==> config.mk <==
export PLATFORM = sky130hd
export DESIGN_NAME = matrix_stream_loader
export DESIGN_NICKNAME = d
export VERILOG_FILES = /design/src/rtl/matrix_stream_loader.sv
export SDC_FILE = /design/constraint.sdc
export NUM_CORES = 1
export LEC_CHECK = 0
export BUFFER_PORTS_ARGS = -buffer_cell sky130_fd_sc_hd__buf_4
export CORE_MARGIN = 2
export CORE_UTILIZATION = 55
export DETAILED_ROUTE_END_ITERATION = 6
export PLACE_DENSITY = 0.82
export SLEW_MARGIN = 30
export SYNTH_ARGS = -nofsm -noshare
export SYNTH_HDL_FRONTEND = slang
export SYNTH_SLANG_ARGS = --single-unit
==> constraint.sdc <==
create_clock -name clk -period 12.2 [get_ports clk]
set_input_delay 1.22 -clock clk [delete_from_list [all_inputs] [get_ports clk]]
set_output_delay 1.22 -clock clk [all_outputs]
set_load 0.03 [all_outputs]
==> src/rtl/matrix_stream_loader.sv <==
`default_nettype none
// ============================================================================
//  Module   : matrix_stream_loader
//  Purpose  : Parses a byte stream of decimal tokens into matrix dimensions
//             and elements (or generates pseudo-random matrices) and writes
//             them to memory at an allocated base address.
//  Revision : 1.0  initial release
// ============================================================================
module matrix_stream_loader #(
   parameter int DIM_MAX   = 5,
   parameter int ELEM_MAX  = 9,
   parameter int SIGNED_EN = 0,
   parameter int GEN_MAX   = 2,
   parameter int ADDR_W    = 9,
   parameter int DATA_W    = 32,
   parameter int TIMEOUT   = 25_000_000
) (
   input  logic              clk,
   input  logic              rst_n,
   input  logic              en,
   input  logic              gen_mode,
   input  logic [7:0]        rx_data,
   input  logic              rx_valid,
   input  logic [ADDR_W-1:0] base_addr,
   input  logic              addr_ready,
   input  logic              wr_ready,
   output logic              wr_en,
   output logic [ADDR_W-1:0] wr_addr,
   output logic [DATA_W-1:0] wr_data,
   output logic [2:0]        dim_m,
   output logic [2:0]        dim_n,
   output logic              dims_valid,
   output logic              done,
   output logic              err,
   output logic [2:0]        err_code
);

   localparam logic [31:0] DIM_LIM  = 32'(DIM_MAX);
   localparam logic [31:0] ELEM_LIM = 32'(ELEM_MAX);
   localparam logic [31:0] GEN_LIM  = 32'(GEN_MAX);
   localparam logic [31:0] ELEM_MOD = 32'(ELEM_MAX + 1);
   localparam logic [31:0] TO_LAST  = 32'(TIMEOUT - 1);

   typedef enum logic [3:0] {
      RX_M, RX_N, RX_CNT, WAIT_ADDR, CLEAR, USER, GEN, FLUSH, DONE
   } state_t;

   state_t              state_q, state_d;
   logic [31:0]         acc_q, acc_d;
   logic                have_q, have_d;
   logic                neg_q, neg_d;
   logic [2:0]          dim_m_q, dim_m_d, dim_n_q, dim_n_d;
   logic                gen_q, gen_d;
   logic [7:0]          cnt_total_q, cnt_total_d, gen_cnt_q, gen_cnt_d;
   logic [ADDR_W-1:0]   index_q, index_d, base_q, base_d;
   logic                wr_en_q, wr_en_d;
   logic [DATA_W-1:0]   wr_data_q, wr_data_d;
   logic                err_q, err_d;
   logic [2:0]          code_q, code_d;
   logic [31:0]         idle_q, idle_d;
   logic [31:0]         lfsr_q;

   // byte classification and derived conditions
   logic              is_digit, is_crlf, is_delim, is_minus;
   logic              parsing, minus_ok, bad_char, tok_done, accept;
   logic              idle_run, timeout_hit;
   logic [31:0]       sat_lim, acc_next, acc_sat, rand_val;
   logic [5:0]        total;
   logic [ADDR_W-1:0] last_idx;
   logic [DATA_W-1:0] elem_val, rand_data;

   assign is_digit    = (rx_data >= 8'h30) && (rx_data <= 8'h39);
   assign is_crlf     = (rx_data == 8'h0D) || (rx_data == 8'h0A);
   assign is_delim    = is_crlf || (rx_data == 8'h20);
   assign is_minus    = (rx_data == 8'h2D);
   assign parsing     = (state_q == RX_M) || (state_q == RX_N) ||
                        (state_q == RX_CNT) || (state_q == USER);
   assign minus_ok    = is_minus && (SIGNED_EN != 0) && (state_q == USER) &&
                        !have_q && !neg_q;
   assign bad_char    = parsing && rx_valid && !is_digit && !is_delim && !minus_ok;
   assign tok_done    = parsing && rx_valid && is_delim && have_q;
   assign accept      = wr_en_q && wr_ready;
   assign idle_run    = !rx_valid && ((state_q == USER) || (state_q == FLUSH));
   assign timeout_hit = idle_run && (idle_q == TO_LAST);
   assign acc_next    = acc_q * 32'd10 + {28'd0, rx_data[3:0]};
   assign acc_sat     = (acc_next > sat_lim) ? sat_lim : acc_next;
   assign total       = {3'd0, dim_m_q} * {3'd0, dim_n_q};
   assign last_idx    = ADDR_W'(total) - ADDR_W'(1);
   assign rand_val    = lfsr_q % ELEM_MOD;
   assign rand_data   = DATA_W'(rand_val);
   assign elem_val    = neg_q ? (DATA_W'(0) - DATA_W'(acc_q)) : DATA_W'(acc_q);

   // accumulator saturation point depends on what the token is being parsed as
   always_comb begin
      sat_lim = DIM_LIM + 32'd1;
      if (state_q == USER)
         sat_lim = ELEM_LIM + 32'd1;
      else if (state_q == RX_CNT)
         sat_lim = GEN_LIM + 32'd1;
   end

   // next-state and datapath update; en low folds everything back to the reset image
   always_comb begin
      state_d     = state_q;
      acc_d       = acc_q;
      have_d      = have_q;
      neg_d       = neg_q;
      dim_m_d     = dim_m_q;
      dim_n_d     = dim_n_q;
      gen_d       = gen_q;
      cnt_total_d = cnt_total_q;
      gen_cnt_d   = gen_cnt_q;
      index_d     = index_q;
      base_d      = base_q;
      wr_en_d     = wr_en_q;
      wr_data_d   = wr_data_q;
      err_d       = err_q;
      code_d      = code_q;
      idle_d      = idle_run ? idle_q + 32'd1 : 32'd0;

      if (accept) begin
         index_d = index_q + ADDR_W'(1);
         wr_en_d = 1'b0;
      end

      if (parsing && rx_valid) begin
         if (is_digit) begin
            acc_d  = acc_sat;
            have_d = 1'b1;
            err_d  = 1'b0;
            code_d = 3'd0;
         end else if (minus_ok) begin
            neg_d = 1'b1;
         end else begin
            acc_d  = 32'd0;
            have_d = 1'b0;
            neg_d  = 1'b0;
         end
      end

      case (state_q)
         RX_M: if (tok_done) begin
            if (acc_q >= 32'd1 && acc_q <= DIM_LIM) begin
               dim_m_d = acc_q[2:0];
               state_d = RX_N;
            end else begin
               err_d  = 1'b1;
               code_d = 3'd1;
               if (is_crlf) state_d = RX_M;
               else         state_d = FLUSH;
            end
         end
         RX_N: if (tok_done) begin
            if (acc_q >= 32'd1 && acc_q <= DIM_LIM) begin
               dim_n_d = acc_q[2:0];
               gen_d   = gen_mode;
               if (gen_mode) state_d = RX_CNT;
               else          state_d = WAIT_ADDR;
            end else begin
               err_d  = 1'b1;
               code_d = 3'd1;
               if (is_crlf) state_d = RX_M;
               else         state_d = FLUSH;
            end
         end
         RX_CNT: if (tok_done) begin
            if (acc_q >= 32'd1 && acc_q <= GEN_LIM) begin
               cnt_total_d = acc_q[7:0];
               gen_cnt_d   = 8'd0;
               state_d     = WAIT_ADDR;
            end else begin
               err_d  = 1'b1;
               code_d = 3'd5;
               if (is_crlf) state_d = RX_M;
               else         state_d = FLUSH;
            end
         end
         WAIT_ADDR: if (addr_ready) begin
            base_d  = base_addr;
            index_d = '0;
            wr_en_d = 1'b1;
            if (gen_q) begin
               state_d   = GEN;
               wr_data_d = rand_data;
            end else begin
               state_d   = CLEAR;
               wr_data_d = '0;
            end
         end
         CLEAR: if (accept) begin
            if (index_q == last_idx) begin
               state_d = USER;
               index_d = '0;
            end else begin
               wr_en_d = 1'b1;
            end
         end
         USER: begin
            if (accept && index_q == last_idx) begin
               state_d = DONE;
            end else if (tok_done) begin
               if (acc_q > ELEM_LIM) begin
                  err_d  = 1'b1;
                  code_d = 3'd2;
               end else if (wr_en_q && !wr_ready) begin
                  err_d  = 1'b1;
                  code_d = 3'd4;
               end else begin
                  wr_en_d   = 1'b1;
                  wr_data_d = elem_val;
                  if (is_crlf) state_d = DONE;
               end
            end else if (rx_valid && is_crlf && !have_q && !err_q) begin
               state_d = DONE;
            end else if (timeout_hit) begin
               state_d = DONE;
            end
         end
         GEN: if (accept) begin
            if (index_q == last_idx) begin
               gen_cnt_d = gen_cnt_q + 8'd1;
               index_d   = '0;
               if (gen_cnt_q + 8'd1 < cnt_total_q) state_d = WAIT_ADDR;
               else                                state_d = DONE;
            end else begin
               wr_en_d   = 1'b1;
               wr_data_d = rand_data;
            end
         end
         FLUSH: begin
            acc_d  = 32'd0;
            have_d = 1'b0;
            neg_d  = 1'b0;
            err_d  = 1'b1;
            if ((rx_valid && is_crlf) || timeout_hit) state_d = RX_M;
         end
         default: ;
      endcase

      // an illegal byte overrides whatever the state logic decided
      if (bad_char) begin
         err_d   = 1'b1;
         code_d  = 3'd3;
         state_d = FLUSH;
      end

      if (!en) begin
         state_d     = RX_M;
         acc_d       = 32'd0;
         have_d      = 1'b0;
         neg_d       = 1'b0;
         dim_m_d     = 3'd0;
         dim_n_d     = 3'd0;
         gen_d       = 1'b0;
         cnt_total_d = 8'd0;
         gen_cnt_d   = 8'd0;
         index_d     = '0;
         base_d      = '0;
         wr_en_d     = 1'b0;
         wr_data_d   = '0;
         err_d       = 1'b0;
         code_d      = 3'd0;
         idle_d      = 32'd0;
      end
   end

   // state and datapath registers
   always_ff @(posedge clk or negedge rst_n) begin
      if (!rst_n) begin
         state_q     <= RX_M;
         acc_q       <= 32'd0;
         have_q      <= 1'b0;
         neg_q       <= 1'b0;
         dim_m_q     <= 3'd0;
         dim_n_q     <= 3'd0;
         gen_q       <= 1'b0;
         cnt_total_q <= 8'd0;
         gen_cnt_q   <= 8'd0;
         index_q     <= '0;
         base_q      <= '0;
         wr_en_q     <= 1'b0;
         wr_data_q   <= '0;
         err_q       <= 1'b0;
         code_q      <= 3'd0;
         idle_q      <= 32'd0;
      end else begin
         state_q     <= state_d;
         acc_q       <= acc_d;
         have_q      <= have_d;
         neg_q       <= neg_d;
         dim_m_q     <= dim_m_d;
         dim_n_q     <= dim_n_d;
         gen_q       <= gen_d;
         cnt_total_q <= cnt_total_d;
         gen_cnt_q   <= gen_cnt_d;
         index_q     <= index_d;
         base_q      <= base_d;
         wr_en_q     <= wr_en_d;
         wr_data_q   <= wr_data_d;
         err_q       <= err_d;
         code_q      <= code_d;
         idle_q      <= idle_d;
      end
   end

   // free-running LFSR, deliberately independent of en
   always_ff @(posedge clk or negedge rst_n) begin
      if (!rst_n) lfsr_q <= 32'h0000_ACE1;
      else        lfsr_q <= {lfsr_q[30:0], lfsr_q[31] ^ lfsr_q[21] ^ lfsr_q[1]};
   end

   assign wr_en      = wr_en_q;
   assign wr_addr    = base_q + index_q;
   assign wr_data    = wr_data_q;
   assign dim_m      = dim_m_q;
   assign dim_n      = dim_n_q;
   assign dims_valid = (state_q == WAIT_ADDR);
   assign done       = (state_q == DONE);
   assign err        = err_q;
   assign err_code   = code_q;

endmodule
`default_nettype wire
* Yosys cells after proc, flatten, opt, wreduce, memory -nomap -nowiden
Cells that the tools add are included.
** Storage, ports and cells
- Bits in registers :: 180
- Input port bits :: 24
- Output and inout port bits :: 54
- Logic and storage cells :: 245
** Operators by class
- $add $sub $neg :: 7
- Multiply operators :: 2
- Div/mod/pow operators :: 1
- $lt $le $gt $ge :: 8
- Eq/ne operators :: 49
- Mux-type cells :: 119
- Bitwise logic cells :: 2
- Reductions and logical operators :: 40
** Operator list (count)
- 2-to-1 mux 32 bit :: 18
- case mux 32 bit (3 select lines) :: 1
- 2-to-1 mux 4 bit :: 20
- 2-to-1 mux 8 bit :: 9
- 2-to-1 mux 9 bit :: 8
- 2-to-1 mux 3 bit :: 22
- 2-to-1 mux 1 bit :: 34
- adder 32 x 1 -> 32 bit (second input constant) :: 1
- adder 32 x 4 -> 32 bit :: 1
- == test 32 x 25 -> 1 bit (second input constant) :: 1
- greater-or-equal comparator 32 x 1 -> 1 bit (second input constant) :: 1
- greater-than comparator 32 bit :: 1
- greater-than comparator 32 x 4 -> 1 bit (second input constant) :: 1
- less-or-equal comparator 32 x 2 -> 1 bit (second input constant) :: 1
- less-or-equal comparator 32 x 3 -> 1 bit (second input constant) :: 1
- remainder unit 32 x 4 -> 32 bit (second input constant) :: 1
- multiplier 32 x 3 -> 31 bit (second input constant) :: 1
- case mux 4 bit (8 select lines) :: 1
- subtractor 1 x 32 -> 32 bit (first input constant) :: 1
- != test 4 bit (second input constant) :: 7
- != test 3 bit (second input constant) :: 9
- case mux 9 bit (2 select lines) :: 1
- == test 4 x 3 -> 1 bit (second input constant) :: 4
- == test 8 x 4 -> 1 bit (second input constant) :: 2
- other kinds (38) :: 81

* Logic depth before layout (Yosys ltp)
- Depth after elaboration :: 13
- Mapped depth :: 49
- Mapped depth without buffers :: 38

* Least setup slack after synthesis
OpenSTA, ideal clock, no wires.
- Path kind :: reg2reg
- From :: reg lfsr_q[29]
- To :: reg wr_data_q[3], in the netlist wr_data[3]
- Arrival :: 9.542 ns
- Data required time :: 12.123 ns
- Setup slack :: 2.581 ns
- Stages on the path, launching flop included :: 44
- Buffers on the path :: 7
- Clock period less this slack :: 9.619 ns
- Cells stage by stage :: dfrtp_1 buf_2 nor2b_1 a2111o_1 and2_1 buf_6 or3_1 or4b_1 buf_2 a2111oi_1 a211o_1 or4_1 a21oi_1 a311oi_2 buf_4 and2_1 a211oi_1 o21ai_1 (+8 left out) a221o_1 buf_2 or2_1 o211ai_4 nor2_4 or4_1 o41a_1 buf_6 nand3_2 o21ai_0 a2111o_1 nand2_1 nor3_1 a2111oi_4 o2111ai_1 xnor2_1 o311a_1 a21oi_1
** On the way
- Cells in the longest elaborated chain, start to end :: 5
- Elaborated cells on any way between the ends :: 7
- Those cells by class :: 1 x div; 6 x mux
** RTL lines
- from (decl) :: RTL line 61 : logic [31:0] lfsr_q;
- from (signal assigned) :: RTL line 309 : else lfsr_q <= {lfsr_q[30:0], lfsr_q[31] ^ lfsr_q[21] ^ lfsr_q[1]};
- remainder unit 32 x 4 -> 32 bit * :: RTL line 89 : assign rand_val = lfsr_q % ELEM_MOD;
- 2-to-1 mux 32 bit (on tied branches) :: RTL line 220, 182
- 2-to-1 mux 32 bit (on tied branches) :: RTL line 219, 178
- case mux 32 bit (3 select lines) * :: RTL line 141 : case (state_q)
- 2-to-1 mux 32 bit * :: RTL line 247 : if (!en) begin
- to (signal assigned) :: RTL line 299 : wr_data_q <= wr_data_d;
- to (decl) :: RTL line 57 : logic [DATA_W-1:0] wr_data_q, wr_data_d;
Mark *: on every way between the ends. The rest lies on a longest branch, timed or not. The select of a mux whose other input is x is not followed.
A chain may end at the register's enable or synchronous reset.

* Worst setup path after layout
- From :: reg lfsr_q[31]
- To :: reg wr_data_q[3], in the netlist wr_data[3]
Same word-level chain as after synthesis.

==> summary by stage <==
Timing
Setup repair after global routing left no endpoint under its margin. For the final database, setup skew stands at 11.1 ps. The portion of the clock cycle consumed by the worst path in the final layout is 94.4%. The number of max-slew violations in the final report is 0.

The remaining max-slew budget at the tightest pin is 41.5%. The count of final hold-check violations was 0. For the pin with the worst max-slew slack, the measured transition is ~880 ps. Based on the critical path, the design can be clocked at up to between 0.08 and 0.09 GHz. Subtracting the final worst setup slack from the clock period gives 11520 ps. Setup violations remaining at the end of the flow were counted as 0. Setup total negative slack on the finished layout was measured at 0 ps.

Route
The final wirelength is between 30 and 40 mm. In the routed design, unresolved DRC markers number 5. In the final routed layout, each cell accounts on average for between 15 and 20 um. Once detail routing completed, the nets flagged for antenna violations numbered 0. The overall via count from detail_route is 14.6k. The via-per-instance ratio is ~6.4. Before antenna repair, the detailed router went through 7 iterations. The number of violations reported at the end of detailed-routing iteration 0 is 1240.

Logic synthesis
After Yosys synthesis, full adders, half adders and majority gates account for 7.83% of the synthesized area. Summing the areas of all compound-gate instances in the mapped netlist gives 25.0% of the synthesized area. The post-synthesis cell type with the largest combined area is sky130_fd_sc_hd__dfrtp_1. Synthesis produced 1877 cells. The multiplexer area fraction after synthesis is 1.51%.

For this run, the leading register cell type out of synthesis is sky130_fd_sc_hd__dfrtp_1. The synthesized-area fraction occupied by xor and xnor cells is under 10%. The register area share after synthesis is 28.7%. The area share of and/or/nand/nor cells after synthesis is 25.5%. The average footprint of a synthesized cell is 8.33 um2. Ranked by total cell area, the synthesized netlist is headed by sky130_fd_sc_hd__dfrtp_1 (27%), sky130_fd_sc_hd__ha_1 (7.1%), sky130_fd_sc_hd__nor2_1 (4.0%), sky130_fd_sc_hd__a21oi_1 (3.9%), sky130_fd_sc_hd__nand2_1 (3.7%). During synthesis, Yosys emitted a total of 0 warnings. Summing every instance area after synthesis gives 15600 um2. The distinct cell type count after synthesis is approximately 120. The fraction of registers with async set/reset is 100%. The number of nets in the synthesized netlist is 1995. The main combinational cell family by area after synthesis is simple AND/OR/NAND/NOR gates. The area fraction of the dominant cell type after synthesis is approximately 27%. Synthesis inferred 179 register bits. The number of enable flip-flop cells after synthesis is 0.

Clock tree
CTS built an H-tree with a depth of 4. The total of hold buffers inserted after clock tree synthesis is 0. The clock input transition at the sequential cells of the worst setup and hold paths is 70 ps. The root cell of the clock tree is sky130_fd_sc_hd__clkbuf_16. The CTS tree is built. The longest clock path from root to sink contains 2 buffers. The insertion delay to the later sink of the worst-skew pair is 460 ps.

For this design, the sink count on the clock tree is 179. Clock tree synthesis inserted a total of 17 buffers.

Floorplanning
The core region is between 20000 and 30000 um2. The floorplan step set the die height to 173 um. The I/O pin total is 78.

The initial standard-cell utilization of the core is 56.1%. The area of the die is 29800 um2. The count of standard-cell rows is 61. The die span in x is 173 um.

Placement
The detailed-placement wirelength estimate is 27.3 mm. The post-placement cell count is 2236. The congestion estimate from routability-driven global placement came to roughly 0.94. During placement, the flow inserted port buffers numbering 77.

Pwr
The cell area power density is 84.3 nW/um2. The peak ir drop on the vdd network is 104 uV. The leakage power is 7.50 nW.

Setup path
The start of the worst register-to-register path is lfsr_q[31]$_DFF_PN0_. The capture point of the worst reg-to-reg path is wr_data[3]$_DFFE_PN0P_. Among cell families on the critical path, the largest total delay comes from compound AO/OA/AOI/OAI gates. The critical path required time is 12580 ps.

Counting stages on the worst path, the most repeated cell is sky130_fd_sc_hd__a221o_1. The worst setup path is captured at a flip-flop. The peak per-stage delay on the critical path is 590 ps. The path length in cells of the critical path is 37.

The critical path ends at wr_data[3]$_DFFE_PN0P_. The worst register-to-register path has a depth of 37. The critical path contains buffers and inverters numbering 0 combined. The data arrival at the endpoint of the critical path is 11890 ps. The worst setup path is launched from a flip-flop. The reg2reg setup slack is 680 ps. Among all stages on the critical path, the largest delay is contributed by sky130_fd_sc_hd__o41a_2. The largest driver fanout on the critical path is 16. The critical path starts at lfsr_q[31]$_DFF_PN0_. The class of the most critical setup path is flip-flop to flip-flop.

Cells and area
In the final layout, the multi-input gates occupy 10400 um2. The number of inserted filler cells in the final layout is 2360. The net count of the finished layout is 2007. The layout-stage area growth over the synthesis result is 8.83%.

The total area of sequential cells is 4490 um2. The total inserted antenna cells is 0. The post-route non-filler standard cell count is 2280. The share of layout cells above drive strength 1 is 11.8%.

Worst hold path
The min-delay analysis places its worst path in the category flip-flop to flip-flop.

Global routing
The number of antenna violations at the first check in global routing was 0. The overall global routing resource usage is around 26%. The number of global-route vias before repair is 13.6k.

The total congestion overflow is 0. The pin count of the biggest net entering global routing is about 110. The wire length of the first global-routing pass is around 66 mm.

Status
The run finished, with violations left. The checks that failed: design-rule violations.

Run
Max-cap violations in this run came to 0.
kinds of logic (layout without fill, tap and decap cells):
| group | after synthesis | count (layout) |
|---|---|---|
| adders and majority gates | 95 | 95 |
| AOI/OAI and AO/OA | 523 | 524 |
| DFF | 179 | 179 |
| muxes | 23 | 23 |
| and+or+nand+nor | 759 | 759 |
| buffers and inverters | 190 | 214 |
| xor gates and xnor gates | 108 | 108 |
area by class of cell:
| class | count | area share [%] |
|---|---|---|
| Multi-Input combinational cell | 1509 | 61.1 |
| Tap cell | 378 | 2.78 |
| Sequential cell | 179 | 26.4 |
| Clock buffer | 17 | 2.50 |
| Clock inverter | 15 | 0.956 |
| Inverter | 83 | 1.83 |
| Timing Repair Buffer | 99 | 4.43 |
layer usage:
metal	wire length (um)	global-route usage (%)	share of wire [%]
met1	17200	34.6	44
met2	19000	42.7	49
met3	1940	3.23	5.0
met4	917	9.12	2.4
met5	0	0	0
where the power goes:
group | total (mW) | internal (mW) | switching (mW)
Clock | 0.550 | 0.275 | 0.276
Sequential | 0.636 | 0.605 | 0.0307
Combinational | 0.248 | 0.0863 | 0.162
Total | 1.43 | 0.966 | 0.469
layout by cell type, fill, tap and decap left out, types with 34 or more instances in the layout:
cell type / n
sky130_fd_sc_hd__dfrtp_1: 170
sky130_fd_sc_hd__nor2_1: 165
sky130_fd_sc_hd__nand2_1: 153
sky130_fd_sc_hd__a21oi_1: 121
sky130_fd_sc_hd__buf_4: 97
sky130_fd_sc_hd__ha_1: 89
sky130_fd_sc_hd__inv_1: 78
sky130_fd_sc_hd__o21ai_0: 76
sky130_fd_sc_hd__nand3_1: 74
sky130_fd_sc_hd__nor3_1: 63
sky130_fd_sc_hd__xnor2_1: 58
sky130_fd_sc_hd__and2_1: 49
sky130_fd_sc_hd__xor2_1: 49
sky130_fd_sc_hd__nor2b_1: 45
sky130_fd_sc_hd__nand4_1: 34
sky130_fd_sc_hd__and3_1: 34
Yosys cell counts (all sizes together) (14+ instances only):
cell type and number:
a211oi 25, a21o 16, a21oi 126, a31oi 17
and2 50, and3 34, buf 41, clkbuf 66
dfrtp 171, ha 89, inv 78, mux2i 21
nand2 158, nand2b 18, nand3 79, nand4 35
nor2 174, nor2b 45, nor3 65, nor4 32
o2111ai 14, o211ai 27, o21ai 88, o21bai 26
o221ai 14, o31ai 17, or3 17, xnor2 59
xor2 49
registers in the layout, indices dropped and copies added, names as in the netlist, 3 cells and up:
register and cells:
state_q 4, idle_q 32, acc_q 32, lfsr_q 32, index_q 9, wr_data 32
dim_n 3, err_code 3, base_q 9, dim_m 3, gen_cnt_q 8, cnt_total_q 8
timing repair:
action	in CTS	in global routing
endpoints found under the setup margin	0	3
resized for setup	0	10
setup buffers	0	11
stage by stage:
stage               total power [mW]  hold WS, ps  setup WS (ps)  instance area [um2]  utilization, %
floorplan                      0.813          349           2580                15600               -
global placement               0.883          394            593                16300            58.4
detailed placement             0.891          395            276                16300            58.4
CTS                             1.44          406            255                16900            60.5
global route                    1.50          408           17.4                17000            61.1
finish                          1.43          402            683                17000            61.1
how the worst min path moves through the flow:
stage / end / slack [ps] / from / depth (start not counted)
global placement: lfsr_q[1]$_DFF_PN0_ / 390 / lfsr_q[0]$_DFF_PN1_ / 0
CTS: lfsr_q[1]$_DFF_PN0_ / 410 / lfsr_q[0]$_DFF_PN1_ / 0
floorplan: lfsr_q[19]$_DFF_PN0_ / 350 / lfsr_q[18]$_DFF_PN0_ / 0
finish: lfsr_q[1]$_DFF_PN0_ / 400 / lfsr_q[0]$_DFF_PN1_ / 0
global route: lfsr_q[1]$_DFF_PN0_ / 410 / lfsr_q[0]$_DFF_PN1_ / 0
detailed placement: lfsr_q[1]$_DFF_PN0_ / 390 / lfsr_q[0]$_DFF_PN1_ / 0
Note: power is estimated with default switching activity, not from simulation.
